`config.mk`:
```
export PLATFORM = sky130hd
export DESIGN_NAME = lsu_store_buffer
export DESIGN_NICKNAME = d
export VERILOG_FILES = /design/src/rtl/risc_pkg.sv /design/src/rtl/lsu_store_fifo.sv /design/src/rtl/lsu_store_buffer.sv
export SDC_FILE = /design/constraint.sdc
export NUM_CORES = 1
export LEC_CHECK = 0
export CAP_MARGIN = 20
export CORE_ASPECT_RATIO = 1.1
export CORE_MARGIN = 4
export CORE_UTILIZATION = 51
export DETAILED_ROUTE_END_ITERATION = 8
export PLACE_DENSITY = 0.79
export SETUP_SLACK_MARGIN = 0.02
export SLEW_MARGIN = 15
export SYNTH_ARGS = -nofsm -noshare
export SYNTH_HDL_FRONTEND = slang
export SYNTH_SLANG_ARGS = --single-unit
export TNS_END_PERCENT = 10
```
`constraint.sdc`:
```
create_clock -name clk -period 3.8 [get_ports clk]
set_clock_uncertainty 0.2 [all_clocks]
set_input_delay 0.38 -clock clk [delete_from_list [all_inputs] [get_ports clk]]
set_output_delay 0.38 -clock clk [all_outputs]
set_load 0.01 [all_outputs]
```
`src/rtl/risc_pkg.sv`:
```
// Shared definitions for the load/store path: default widths and the request opcode encoding.
package risc_pkg;

   localparam int DATA_W     = 16;
   localparam int ADDR_W     = 16;
   localparam int MEM_AWIDTH = 3;

   typedef enum logic {
      OP_LD = 1'b0,
      OP_ST = 1'b1
   } req_op_e;

endpackage : risc_pkg

```
`src/rtl/lsu_store_fifo.sv`:
```
// In-order store buffer: circular entry storage with head/tail/count, plus a per-slot view
// of valid/addr/data so the parent can run its forwarding comparator across all live entries.
module lsu_store_fifo #(
   parameter  int DATA_W = 16,
   parameter  int ADDR_W = 16,
   parameter  int DEPTH  = 4,
   localparam int PTR_W  = $clog2(DEPTH)
) (
   input  logic                          clk,
   input  logic                          rst_n,
   input  logic                          push,
   input  logic [ADDR_W-1:0]             push_addr,
   input  logic [DATA_W-1:0]             push_data,
   input  logic                          pop,
   output logic                          full,
   output logic                          empty,
   output logic [PTR_W-1:0]              head_ptr,
   output logic [ADDR_W-1:0]             head_addr,
   output logic [DATA_W-1:0]             head_data,
   output logic [DEPTH-1:0]              entry_valid,
   output logic [DEPTH-1:0][ADDR_W-1:0]  entry_addr,
   output logic [DEPTH-1:0][DATA_W-1:0]  entry_data
);

   logic [ADDR_W-1:0] addr_q [DEPTH];
   logic [DATA_W-1:0] data_q [DEPTH];
   logic [PTR_W-1:0]  head_q;
   logic [PTR_W-1:0]  tail_q;
   logic [PTR_W:0]    count_q;
   logic              do_push;
   logic              do_pop;

   assign full    = (count_q == (PTR_W+1)'(DEPTH));
   assign empty   = (count_q == '0);
   assign do_push = push && !full;
   assign do_pop  = pop && !empty;

   // NOTE: entry storage has no reset; an entry is only meaningful while count covers it.
   always_ff @(posedge clk) begin
      if (do_push) begin
         addr_q[tail_q] <= push_addr;
         data_q[tail_q] <= push_data;
      end
   end

   // NOTE: sequential state uses non-blocking assignments so every flop samples pre-edge values.
   always_ff @(posedge clk or negedge rst_n) begin
      if (!rst_n) begin
         head_q  <= '0;
         tail_q  <= '0;
         count_q <= '0;
      end else begin
         if (do_push) tail_q <= tail_q + 1'b1;
         if (do_pop)  head_q <= head_q + 1'b1;
         count_q <= count_q + {{PTR_W{1'b0}}, do_push} - {{PTR_W{1'b0}}, do_pop};
      end
   end

   // NOTE: every combinational output gets a default first so no latch is inferred.
   always_comb begin
      logic [PTR_W-1:0] offs;
      entry_valid = '0;
      offs        = '0;
      for (int i = 0; i < DEPTH; i++) begin
         offs           = PTR_W'(i) - head_q;
         entry_valid[i] = ({1'b0, offs} < count_q);
      end
   end

   for (genvar g = 0; g < DEPTH; g++) begin : g_view
      assign entry_addr[g] = addr_q[g];
      assign entry_data[g] = data_q[g];
   end

   assign head_ptr  = head_q;
   assign head_addr = addr_q[head_q];
   assign head_data = data_q[head_q];

endmodule : lsu_store_fifo

```
`src/rtl/lsu_store_buffer.sv`:
```
// Load/store unit in front of the single-ported data memory: posts stores to an in-order buffer,
// drains them when no load needs the port, and forwards the youngest aliasing store to loads.
module lsu_store_buffer #(
   parameter int DATA_W     = risc_pkg::DATA_W,
   parameter int ADDR_W     = risc_pkg::ADDR_W,
   parameter int DEPTH      = 4,
   parameter int MEM_AWIDTH = risc_pkg::MEM_AWIDTH
) (
   input  logic              clk,
   input  logic              rst_n,
   input  logic              req_valid,
   output logic              req_ready,
   input  logic              req_we,
   input  logic [ADDR_W-1:0] req_addr,
   input  logic [DATA_W-1:0] req_wdata,
   output logic              rsp_valid,
   output logic [DATA_W-1:0] rsp_rdata,
   output logic              drained,
   output logic [ADDR_W-1:0] mem_access_addr,
   output logic [DATA_W-1:0] mem_write_data,
   output logic              mem_write_en,
   output logic              mem_read,
   input  logic [DATA_W-1:0] mem_read_data
);
   import risc_pkg::*;

   localparam int PTR_W = $clog2(DEPTH);

   req_op_e                        op;
   logic                           accept;
   logic                           ld_acc;
   logic                           st_acc;
   logic                           drain;
   logic                           full;
   logic                           empty;
   logic [PTR_W-1:0]               head_ptr;
   logic [ADDR_W-1:0]              head_addr;
   logic [DATA_W-1:0]              head_data;
   logic [DEPTH-1:0]               entry_valid;
   logic [DEPTH-1:0][ADDR_W-1:0]   entry_addr;
   logic [DEPTH-1:0][DATA_W-1:0]   entry_data;
   logic                           fwd_hit;
   logic [DATA_W-1:0]              fwd_data;

   assign op        = req_op_e'(req_we);
   assign req_ready = !full;
   assign accept    = req_valid && req_ready;
   assign ld_acc    = accept && (op == OP_LD);
   assign st_acc    = accept && (op == OP_ST);
   // An accepted load always owns the port; the buffer only drains in load-free cycles.
   assign drain     = !ld_acc && !empty;
   assign drained   = empty;

   lsu_store_fifo #(
      .DATA_W (DATA_W),
      .ADDR_W (ADDR_W),
      .DEPTH  (DEPTH)
   ) u_fifo (
      .clk         (clk),
      .rst_n       (rst_n),
      .push        (st_acc),
      .push_addr   (req_addr),
      .push_data   (req_wdata),
      .pop         (drain),
      .full        (full),
      .empty       (empty),
      .head_ptr    (head_ptr),
      .head_addr   (head_addr),
      .head_data   (head_data),
      .entry_valid (entry_valid),
      .entry_addr  (entry_addr),
      .entry_data  (entry_data)
   );

   // Walk oldest to youngest so the last hit, the youngest aliasing store, wins.
   always_comb begin
      logic [PTR_W-1:0] slot;
      fwd_hit  = 1'b0;
      fwd_data = '0;
      slot     = '0;
      for (int k = 0; k < DEPTH; k++) begin
         slot = head_ptr + PTR_W'(k);
         if (entry_valid[slot] &&
             (entry_addr[slot][MEM_AWIDTH-1:0] == req_addr[MEM_AWIDTH-1:0])) begin
            fwd_hit  = 1'b1;
            fwd_data = entry_data[slot];
         end
      end
   end

   always_comb begin
      mem_access_addr = '0;
      mem_write_data  = '0;
      mem_write_en    = 1'b0;
      mem_read        = 1'b0;
      if (ld_acc) begin
         mem_read        = 1'b1;
         mem_access_addr = req_addr;
      end else if (drain) begin
         mem_write_en    = 1'b1;
         mem_access_addr = head_addr;
         mem_write_data  = head_data;
      end
   end

   always_ff @(posedge clk or negedge rst_n) begin
      if (!rst_n) begin
         rsp_valid <= 1'b0;
         rsp_rdata <= '0;
      end else begin
         rsp_valid <= ld_acc;
         if (ld_acc) rsp_rdata <= fwd_hit ? fwd_data : mem_read_data;
      end
   end

endmodule : lsu_store_buffer
```
Yosys cells after proc, flatten, opt, wreduce, memory -nomap -nowiden
Memories as Yosys holds them, arrays and structs flattened. Cells that the tools add are included.

Input bits: 52. Bits in writable memories: 128. Register bits: 24. Word-level logic and storage cells: 87. Output and inout bits: 53. Memories: 2.

Memory list: u_fifo.addr_q (depth 4, bits a word 16, rd ports 5, clocked after Yosys merged registers in 0, write ports 1, line lsu_store_fifo.sv:25) `logic [ADDR_W-1:0] addr_q [DEPTH];`; u_fifo.data_q (depth 4, bits a word 16, rd ports 5, clocked after Yosys merged registers in 0, write ports 1, line lsu_store_fifo.sv:26) `logic [DATA_W-1:0] data_q [DEPTH];`.

Bitwise gates (word level): 1. Add/subtract/negate cells: 10. Equality and inequality tests: 5. Multiplexer cells: 42. Reduce and logical (&&, ||, !) cells: 14. Order comparisons: 8.

Operators by type and width (count): $bmux W16 S2 (8); $mux W16 (13); $mux W1 (13); $eq A3 B3 Y1 (4); $lt A2 B3 Y1 (4); $lt A2 B3 Y1 const B (4); $mux W3 (4); $logic_and A1 B1 Y1 (10); $bmux W1 S2 (4); $add A2 B1 Y2 const B (2); $add A2 B2 Y2 const B (2); $sub A1 B2 Y2 const A (2); $sub A2 B2 Y2 const A (2); $add A3 B1 Y3 (1); $eq A3 B3 Y1 const B (1); $logic_not A1 Y1 (3); $logic_not A3 Y1 (1); $sub A3 B1 Y3 (1); $not A1 Y1 (1).

Logic depth before layout (Yosys ltp)
Gate-level depths: netlist (run 1).

Word-level depth: 10. Depth in mapped cells: 16. Gate-level depth less buffers: 10.

Modules after synthesis
From an unflattened synthesis (run 1), not the netlist that was laid out.

Cells, all modules: 718. Area total of the unflattened synthesis: 9273.9 µm².

Modules (own cells, without submodules): lsu_store_fifo (area an instance 5172.5 µm², cells an instance 223, instances 1); lsu_store_buffer (area an instance 4101.4 µm², cells an instance 495, instances 1).

Least setup slack after synthesis (run 1)
No wires, ideal clock.

Kind: register to register. Start point: register u_fifo.head_q[1] (netlist: u_fifo.head_ptr[1]). End point: register rsp_rdata[0]. Clock period less this slack: 3.826 ns. Setup time: 0.133 ns. Slack: -0.026 ns. Required time: 3.467 ns. Stages on the path, launching flop included: 16. Buffers on the path: 6. Data arrival time: 3.493 ns. Cell sequence: dfrtp_1 buf_2 buf_4 buf_2 buf_1 buf_1 xnor2_1 inv_1 ha_1 nor2_1 mux4_2 o2111ai_2 o21ai_2 buf_2 o41ai_1 a21oi_1.

Longest elaborated chain between the ends: 10.

Ends and longest elaborated chain: start, declared (line lsu_store_fifo.sv:27) `logic [PTR_W-1:0] head_q;`; start signal, assigned (line lsu_store_fifo.sv:54) `if (do_pop) head_q <= head_q + 1'b1;`; $sub A1 B2 Y2 / $sub A2 B2 Y2 (equally long branches) (line lsu_store_fifo.sv:65) `offs = PTR_W'(i) - head_q;`; $lt A2 B3 Y1 (line lsu_store_fifo.sv:66) `entry_valid[i] = ({1'b0, offs} < count_q);`; $bmux W1 S2 (line lsu_store_buffer.sv:83) `if (entry_valid[slot] &&`; $mux W1 (not written as such) (line lsu_store_buffer.sv:83); $logic_and A1 B1 Y1 (line lsu_store_buffer.sv:83); $mux W16 / $mux W1 (equally long branches) (4 in a row) (line lsu_store_buffer.sv:83); $mux W16 * (line lsu_store_buffer.sv:112) `if (ld_acc) rsp_rdata <= fwd_hit ? fwd_data : mem_read_data;`; end signal, assigned (line lsu_store_buffer.sv:112); end, declared (line lsu_store_buffer.sv:17) `output logic [DATA_W-1:0] rsp_rdata,`.

Every way passes the cells marked *; elsewhere a longest branch is shown, timed or not. The select of a mux whose other input is x is not followed. A chain may end at the register's enable or synchronous reset.

Final worst setup path (run 1)
Start point: register u_fifo.count_q[2]. End point: output port mem_access_addr[1].

Longest elaborated chain between the ends: 8.

Ends and longest elaborated chain: start, declared (line lsu_store_fifo.sv:29) `logic [PTR_W:0] count_q;`; start signal, assigned (line lsu_store_fifo.sv:55) `count_q <= count_q + {{PTR_W{1'b0}}, do_push} - {{PTR_W{1'b0}}, do_pop};`; $eq A3 B3 Y1 (line lsu_store_fifo.sv:33) `assign full = (count_q == (PTR_W+1)'(DEPTH));`; $logic_not A1 Y1 (line lsu_store_buffer.sv:46) `assign req_ready = !full;`; $logic_and A1 B1 Y1 (line lsu_store_buffer.sv:47) `assign accept = req_valid && req_ready;`; $logic_and A1 B1 Y1 (line lsu_store_buffer.sv:48) `assign ld_acc = accept && (op == OP_LD);`; $logic_not A1 Y1 (line lsu_store_buffer.sv:51) `assign drain = !ld_acc && !empty;`; $logic_and A1 B1 Y1 (line lsu_store_buffer.sv:51); $mux W16 (line lsu_store_buffer.sv:99) `end else if (drain) begin`; $mux W16 * (line lsu_store_buffer.sv:96) `if (ld_acc) begin`; end, declared (line lsu_store_buffer.sv:19) `output logic [ADDR_W-1:0] mem_access_addr,`.

Every way passes the cells marked *; elsewhere a longest branch is shown, timed or not.

==> impl_metrics.json, run 1 <==
{
  "crit_family": "buffers and inverters",
  "cts_setup_buffers": 0,
  "clock_latency_ns": 0.44,
  "swShare": 0.417,
  "seq_area_frac_synth": 0.525,
  "grt_setup_unrepaired": "false",
  "place_ws_ns": 0.274,
  "power_density_nw_per_um2": 856,
  "drive_gt1_frac": 0.161,
  "crit_fanout": 18,
  "worst_pin_slew_ns": 1.20,
  "yosys-top-cells-area": "edfxtp_1 45%, mux4_2 7.2%, dfrtp_1 7.1%",
  "max_stage_delay_ns": 0.52,
  "initial_core_util": 0.519,
  "ys_ff_latch": 152,
  "fp.dieW_um": 131,
  "tns_ns": 0,
  "worst_path_max_delay_cell": "or3b_2",
  "cts_buffers": 17,
  "multi_input_area_sq_um": 3680,
  "hold_viol_final": 0,
  "first_pass_iters": 6,
  "max_freq_ghz": 0.273,
  "finalCriticalPeriod_ns": 3.66,
  "synth-async-reset-ratio": 0.158,
  "cts_resized": 1,
  "outcome": "complete, no violations",
  "dieHeight_um": 143,
  "synthMostInstantiatedCell": "edfxtp_1",
  "synthTopCellsByCount": "128 x edfxtp_1, 74 x nor2_1, 49 x nand2_1",
  "hold_class": "in2async",
  "synth_cells": 694,
  "drc_errors": 0,
  "grt_pass1_vias": 6431,
  "critPathLaunch": "u_fifo.count_q[2]",
  "seqPwrFrac": 0.266,
  "drt_iter0_markers": 837,
  "final.fill_count": 1230,
  "synth_top_family_by_area": "multiplexers",
  "p_int_mw": 5.10,
  "ir_drop_v": 0.000408,
  "synthSimpleGateAreaFrac": 0.116,
  "antenna_found_initial": 1,
  "setup.worst_path.end_class": "primary output",
  "clockRootBuffer": "clkbuf_16",
  "path_buf_inv": 3,
  "via_count": 6361,
  "worstReg2RegEnd": "rsp_rdata[5]",
  "synth_enable_flop_cells": 128,
  "ys_warn_count": 0,
  "synthDominantCellAreaShare": 0.454,
  "syn-num-nets": 757,
  "synth_largest_area_cell": "edfxtp_1",
  "r2r_start": "u_fifo.head_ptr[1]",
  "core_area_sq_um": 16300,
  "grt_max_degree": 72,
  "clock_path_buffers": 2,
  "synth_compound_area_frac": 0.131,
  "maxSlewViolCount": 0,
  "area_growth_syn_to_layout_pct": 20.6,
  "num_rows": 49,
  "slew_headroom": 0.179,
  "gp_congestion": 0.954,
  "wl_per_cell_um": 22.2,
  "setup_viol": 0,
  "critPathArrivalTime_ns": 3.08,
  "p_clk_frac": 0.185,
  "cts_tree": "yes",
  "register_area_sq_um": 4450,
  "r2r_slack_ns": 0.15,
  "ant_nets": 0,
  "io_buffers": 104,
  "crit_required_ns": 3.22,
  "ctsHoldBuffers": 0,
  "htree_num_levels": 4,
  "critical_path.cell_chain": "or3b_2 -> nand2_1 -> or2_2 -> buf_4 -> clkinv_2 -> a21oi_1 -> nor2_1 -> clkdlybuf4s50_1",
  "critPathLaunchType": "flip-flop",
  "min_period_over_period": 0.963,
  "grt_first_pass_wirelength_um": 34500,
  "fin_nets": 839,
  "netSwitchingPower_mw": 3.64,
  "synth_area_sq_um": 8470,
  "numClockSinks": 152,
  "yosysUniqueCellTypes": 52,
  "grt-ovfl-total": 0,
  "path_class": "reg2out",
  "dieArea_sq_um": 18700,
  "synth_xor_area_frac": 0.0186,
  "yosys.area_share.adder": 0.0171,
  "worst_r2r_path_depth": 8,
  "clk_pin_slew_worst_paths_ns": 0.07,
  "syn_avg_cell_area_sq_um": 12.2,
  "grtUsageTotal": 0.241,
  "worst_slack_ns": 0.140,
  "ios": 105,
  "max-cap-violations": 0,
  "synthMuxAreaShare": 0.152,
  "p_leak_nw": 3.55,
  "place_hpwl_um": 14400,
  "vias_per_cell": 6.40,
  "combPwrFrac": 0.549,
  "synthFlopType": "edfxtp_1",
  "wirelength_um": 22100
}
routing by layer:
layer | part of all wire | global-route usage
met2 | 0.47 | 0.377
met4 | 0.027 | 0.0823
met3 | 0.092 | 0.0655
met5 | 0 | 0
met1 | 0.41 | 0.328
logic make-up (layout without fill, tap and decap cells):
| family | Yosys count | in the layout |
|---|---|---|
| AO/OA/AOI/OAI | 142 | 142 |
| multiplexers | 91 | 91 |
| adder cells (fa/ha/maj) | 11 | 11 |
| other | 0 | 1 |
| flip-flops | 152 | 152 |
| AND/OR/NAND/NOR | 206 | 206 |
| XOR/XNOR | 18 | 18 |
| buffers and inverters | 74 | 169 |
sequential cells by signal, indices dropped and copies added, names as in the netlist:
signal and flops:
u_fifo.addr_q 64, u_fifo.count_q 3, rsp_rdata 16, u_fifo.data_q 64
rsp_valid 1, u_fifo.head_ptr 2, u_fifo.tail_q 2
power by group through the flow:
stage          logic (mW)  registers [mW]  clock network [mW]
6_report             4.80            2.32                1.62
5_1_grt              5.16            2.36                1.72
4_1_cts              4.75            2.33                1.63
3_5_place_dp         4.70            2.36                   0
3_3_place_gp         4.60            2.34                   0
2_1_floorplan        3.21            2.27                   0
cell type report:
class                           count  share of cell area
Inverter                           12             0.00453
Sequential cell                   152               0.436
Clock buffer                       17              0.0417
Tap cell                          204              0.0250
Timing Repair Buffer              125               0.119
Antenna cell                        1            0.000245
Multi-Input combinational cell    468               0.360
Clock inverter                     15              0.0140
placed cells by master (no fill, tap or decap), drive strengths merged, types with 5 or more instances in the layout:
| cell | count |
|---|---|
| o311ai | 16 |
| xor2 | 5 |
| ha | 10 |
| nand3 | 16 |
| nand2b | 19 |
| mux2i | 32 |
| dfrtp | 24 |
| buf | 21 |
| nand2 | 50 |
| a211oi | 16 |
| inv | 16 |
| o211ai | 17 |
| a311oi | 16 |
| edfxtp | 128 |
| a21oi | 17 |
| clkinv | 7 |
| nor4 | 16 |
| clkdlybuf4s50 | 104 |
| nor2 | 74 |
| and2 | 21 |
| o21ai | 18 |
| xnor2 | 13 |
| mux2 | 32 |
| clkbuf | 17 |
| a2111oi | 16 |
| o41ai | 16 |
| mux4 | 27 |
stage by stage:
step	area (sq um)	instances	util	hold slack [ns]	total power [mW]
after floorplan	8470	694	-	-0.116	5.48
after CTS	10200	993	0.626	0.126	8.71
after global routing	10200	994	0.626	0.150	9.24
final	10200	994	0.626	0.117	8.74
after global placement	9640	961	0.591	0.401	6.94
after detailed placement	9640	961	0.591	0.438	7.06
how the worst max path moves through the flow:
stage	endpoint	slack, ns	cells after the start
finish	mem_access_addr[1]	0.14	8
CTS	mem_write_data[13]	0.19	5
detailed placement	rsp_rdata[14]	0.27	10
global placement	rsp_rdata[14]	0.29	9
global route	mem_write_data[15]	0.03	5
floorplan	rsp_rdata[0]	0.11	15
Note: power is estimated with default switching activity, not from simulation.
==> inputs of run 2 (changes only) <==
CTS_CLUSTER_SIZE = 28   (was default)
==> results of run 2 <==
Final layout, timing and power as in run 1 (identical DEF).
==> inputs of run 3 (changes only) <==
CORE_MARGIN = default   (was 4)
SKIP_CTS_REPAIR_TIMING = 1   (was default)
==> run 3 against run 2 <==
  * The run now ends with DRC left
  * Power up 2.1%
  * Clock-buffer cell count unchanged
  * Combinational power up 0.8%
  * Die area down 8.6%
  * Flip-flop and latch count unchanged
  * Maximum frequency up 2.1%
  * Largest cell class unchanged
  * Largest power group unchanged
==> impl_metrics.json, run 3 (same netlist as run 1, synthesis figures left out) <==
{
  "core_area_sq_um": 16300,
  "clock_latency_ns": 0.43,
  "setup.worst_path.end_class": "primary output",
  "mostFrequentLayoutCells": "128 x edfxtp_1, 104 x clkdlybuf4s50_1, 74 x nor2_1, 49 x nand2_1",
  "wl_met1_um": 9260,
  "grt_first_pass_wirelength_um": 35600,
  "maxSlewViolCount": 0,
  "grtUsageTotal": 0.275,
  "cts_tree": "yes",
  "drc_errors": 18,
  "crit_required_ns": 3.22,
  "critPathCapture": "mem_access_addr[2]",
  "wl_met3_um": 2010,
  "ios": 105,
  "place_ws_ns": 0.382,
  "r2r_slack_ns": 0.29,
  "swShare": 0.418,
  "grt_pass1_vias": 6551,
  "vias_per_cell": 6.45,
  "top_layer": "met4",
  "worst_pin_slew_ns": 0.810,
  "worst_slack_ns": 0.214,
  "power_density_nw_per_um2": 870,
  "place_hpwl_um": 14500,
  "netSwitchingPower_mw": 3.73,
  "whs_ns": 0.113,
  "violations": "DRC",
  "ir_drop_v": 0.000492,
  "grt_max_degree": 75,
  "grt-ovfl-total": 0,
  "drive_gt1_frac": 0.164,
  "worst_r2r_path_depth": 9,
  "fp.dieW_um": 125,
  "drt_iter0_markers": 842,
  "setup_viol": 0,
  "fin_nets": 842,
  "cts_buffers": 17,
  "dieHeight_um": 137,
  "combPwrFrac": 0.542,
  "clk_pin_slew_worst_paths_ns": 0.07,
  "wl_per_cell_um": 23.2,
  "hold_viol_final": 0,
  "min_period_over_period": 0.944,
  "crit_fanout": 46,
  "critPathArrivalTime_ns": 3.01,
  "path_class": "reg2out",
  "seqPwrFrac": 0.263,
  "outcome": "complete, but fails checks",
  "critPathLaunch": "u_fifo.count_q[2]",
  "gp_congestion": 0.909,
  "p_leak_nw": 3.59,
  "via_count": 6424,
  "wirelength_um": 23100,
  "final_common_cell": "edfxtp_1",
  "slew_headroom": 0.460,
  "grt_setup_unrepaired": "false",
  "p_int_mw": 5.19,
  "numClockSinks": 152,
  "worstReg2RegEnd": "rsp_rdata[11]",
  "max_freq_ghz": 0.279,
  "antenna_found_initial": 0,
  "htree_num_levels": 4,
  "initial_core_util": 0.519,
  "finalCriticalPeriod_ns": 3.59,
  "num_rows": 49,
  "dieArea_sq_um": 17100,
  "critPathLaunchType": "flip-flop",
  "wl_met2_um": 11000,
  "clock_path_buffers": 2,
  "hold_class": "in2async",
  "reg.largest.list": "u_fifo.addr_q: 64 flops, u_fifo.data_q: 64 flops, rsp_rdata: 16 flops",
  "clockRootBuffer": "clkbuf_16",
  "area_growth_syn_to_layout_pct": 21.2,
  "p_clk_frac": 0.195,
  "diodes": 0,
  "max-cap-violations": 0,
  "first_pass_iters": 9,
  "r2r_start": "u_fifo.head_ptr[0]",
  "io_buffers": 104,
  "ant_nets": 0
}
==> run 3: power groups by stage <==
| stage | clock (mW) | sequential [mW] | combinational, mW |
|---|---|---|---|
| after floorplan | 0 | 2.27 | 3.21 |
| after global placement | 0 | 2.35 | 4.58 |
| after detailed placement | 0 | 2.37 | 4.69 |
| after CTS | 1.76 | 2.34 | 4.75 |
| after global routing | 1.82 | 2.38 | 5.13 |
| final | 1.74 | 2.34 | 4.84 |
==> run 3: per-layer routing <==
| metal | vias to the layer above | track usage |
|---|---|---|
| li1 | 2868 | - |
| met1 | 3103 | 0.352 |
| met2 | 381 | 0.444 |
| met3 | 72 | 0.0606 |
| met4 | 0 | 0.146 |
| met5 | - | 0 |
==> run 3: worst min path at each step <==
stage	to	slack, ns	cells past startpoint
5_1_grt	rsp_valid	0.14	2
3_5_place_dp	u_fifo.tail_q[1]	0.42	2
6_report	rsp_valid	0.11	2
2_1_floorplan	rsp_rdata[0]	-0.12	0
3_3_place_gp	u_fifo.tail_q[0]	0.40	2
4_1_cts	rsp_valid	0.11	2
==> run 3: layout make-up <==
cell class	instances	area, sq um
Fill cell	1225	6040
Timing Repair Buffer	128	1230
Clock buffer	17	425
Multi-Input combinational cell	468	3680
Clock inverter	15	183
Inverter	12	45.0
Tap cell	204	255
Sequential cell	152	4450
==> run 3: through the flow <==
step	std cells	area [sq um]	utilization	power, mW	TNS, ns
detailed placement	964	9650	0.592	7.06	0
finish	996	10300	0.629	8.93	0
global placement	964	9650	0.592	6.93	0
CTS	996	10300	0.629	8.85	-0.530
floorplan	694	8470	-	5.48	0
global route	996	10300	0.629	9.33	0
==> run 3: critical path: stages, from the launching register on <==
cell,delay [ns]
dfrtp_1,0.58
or3b_2,0.51
nand2_1,0.08
or2_2,0.15
buf_4,0.43
nand3_1,0.15
nand2_1,0.13
clkdlybuf4s50_1,0.54
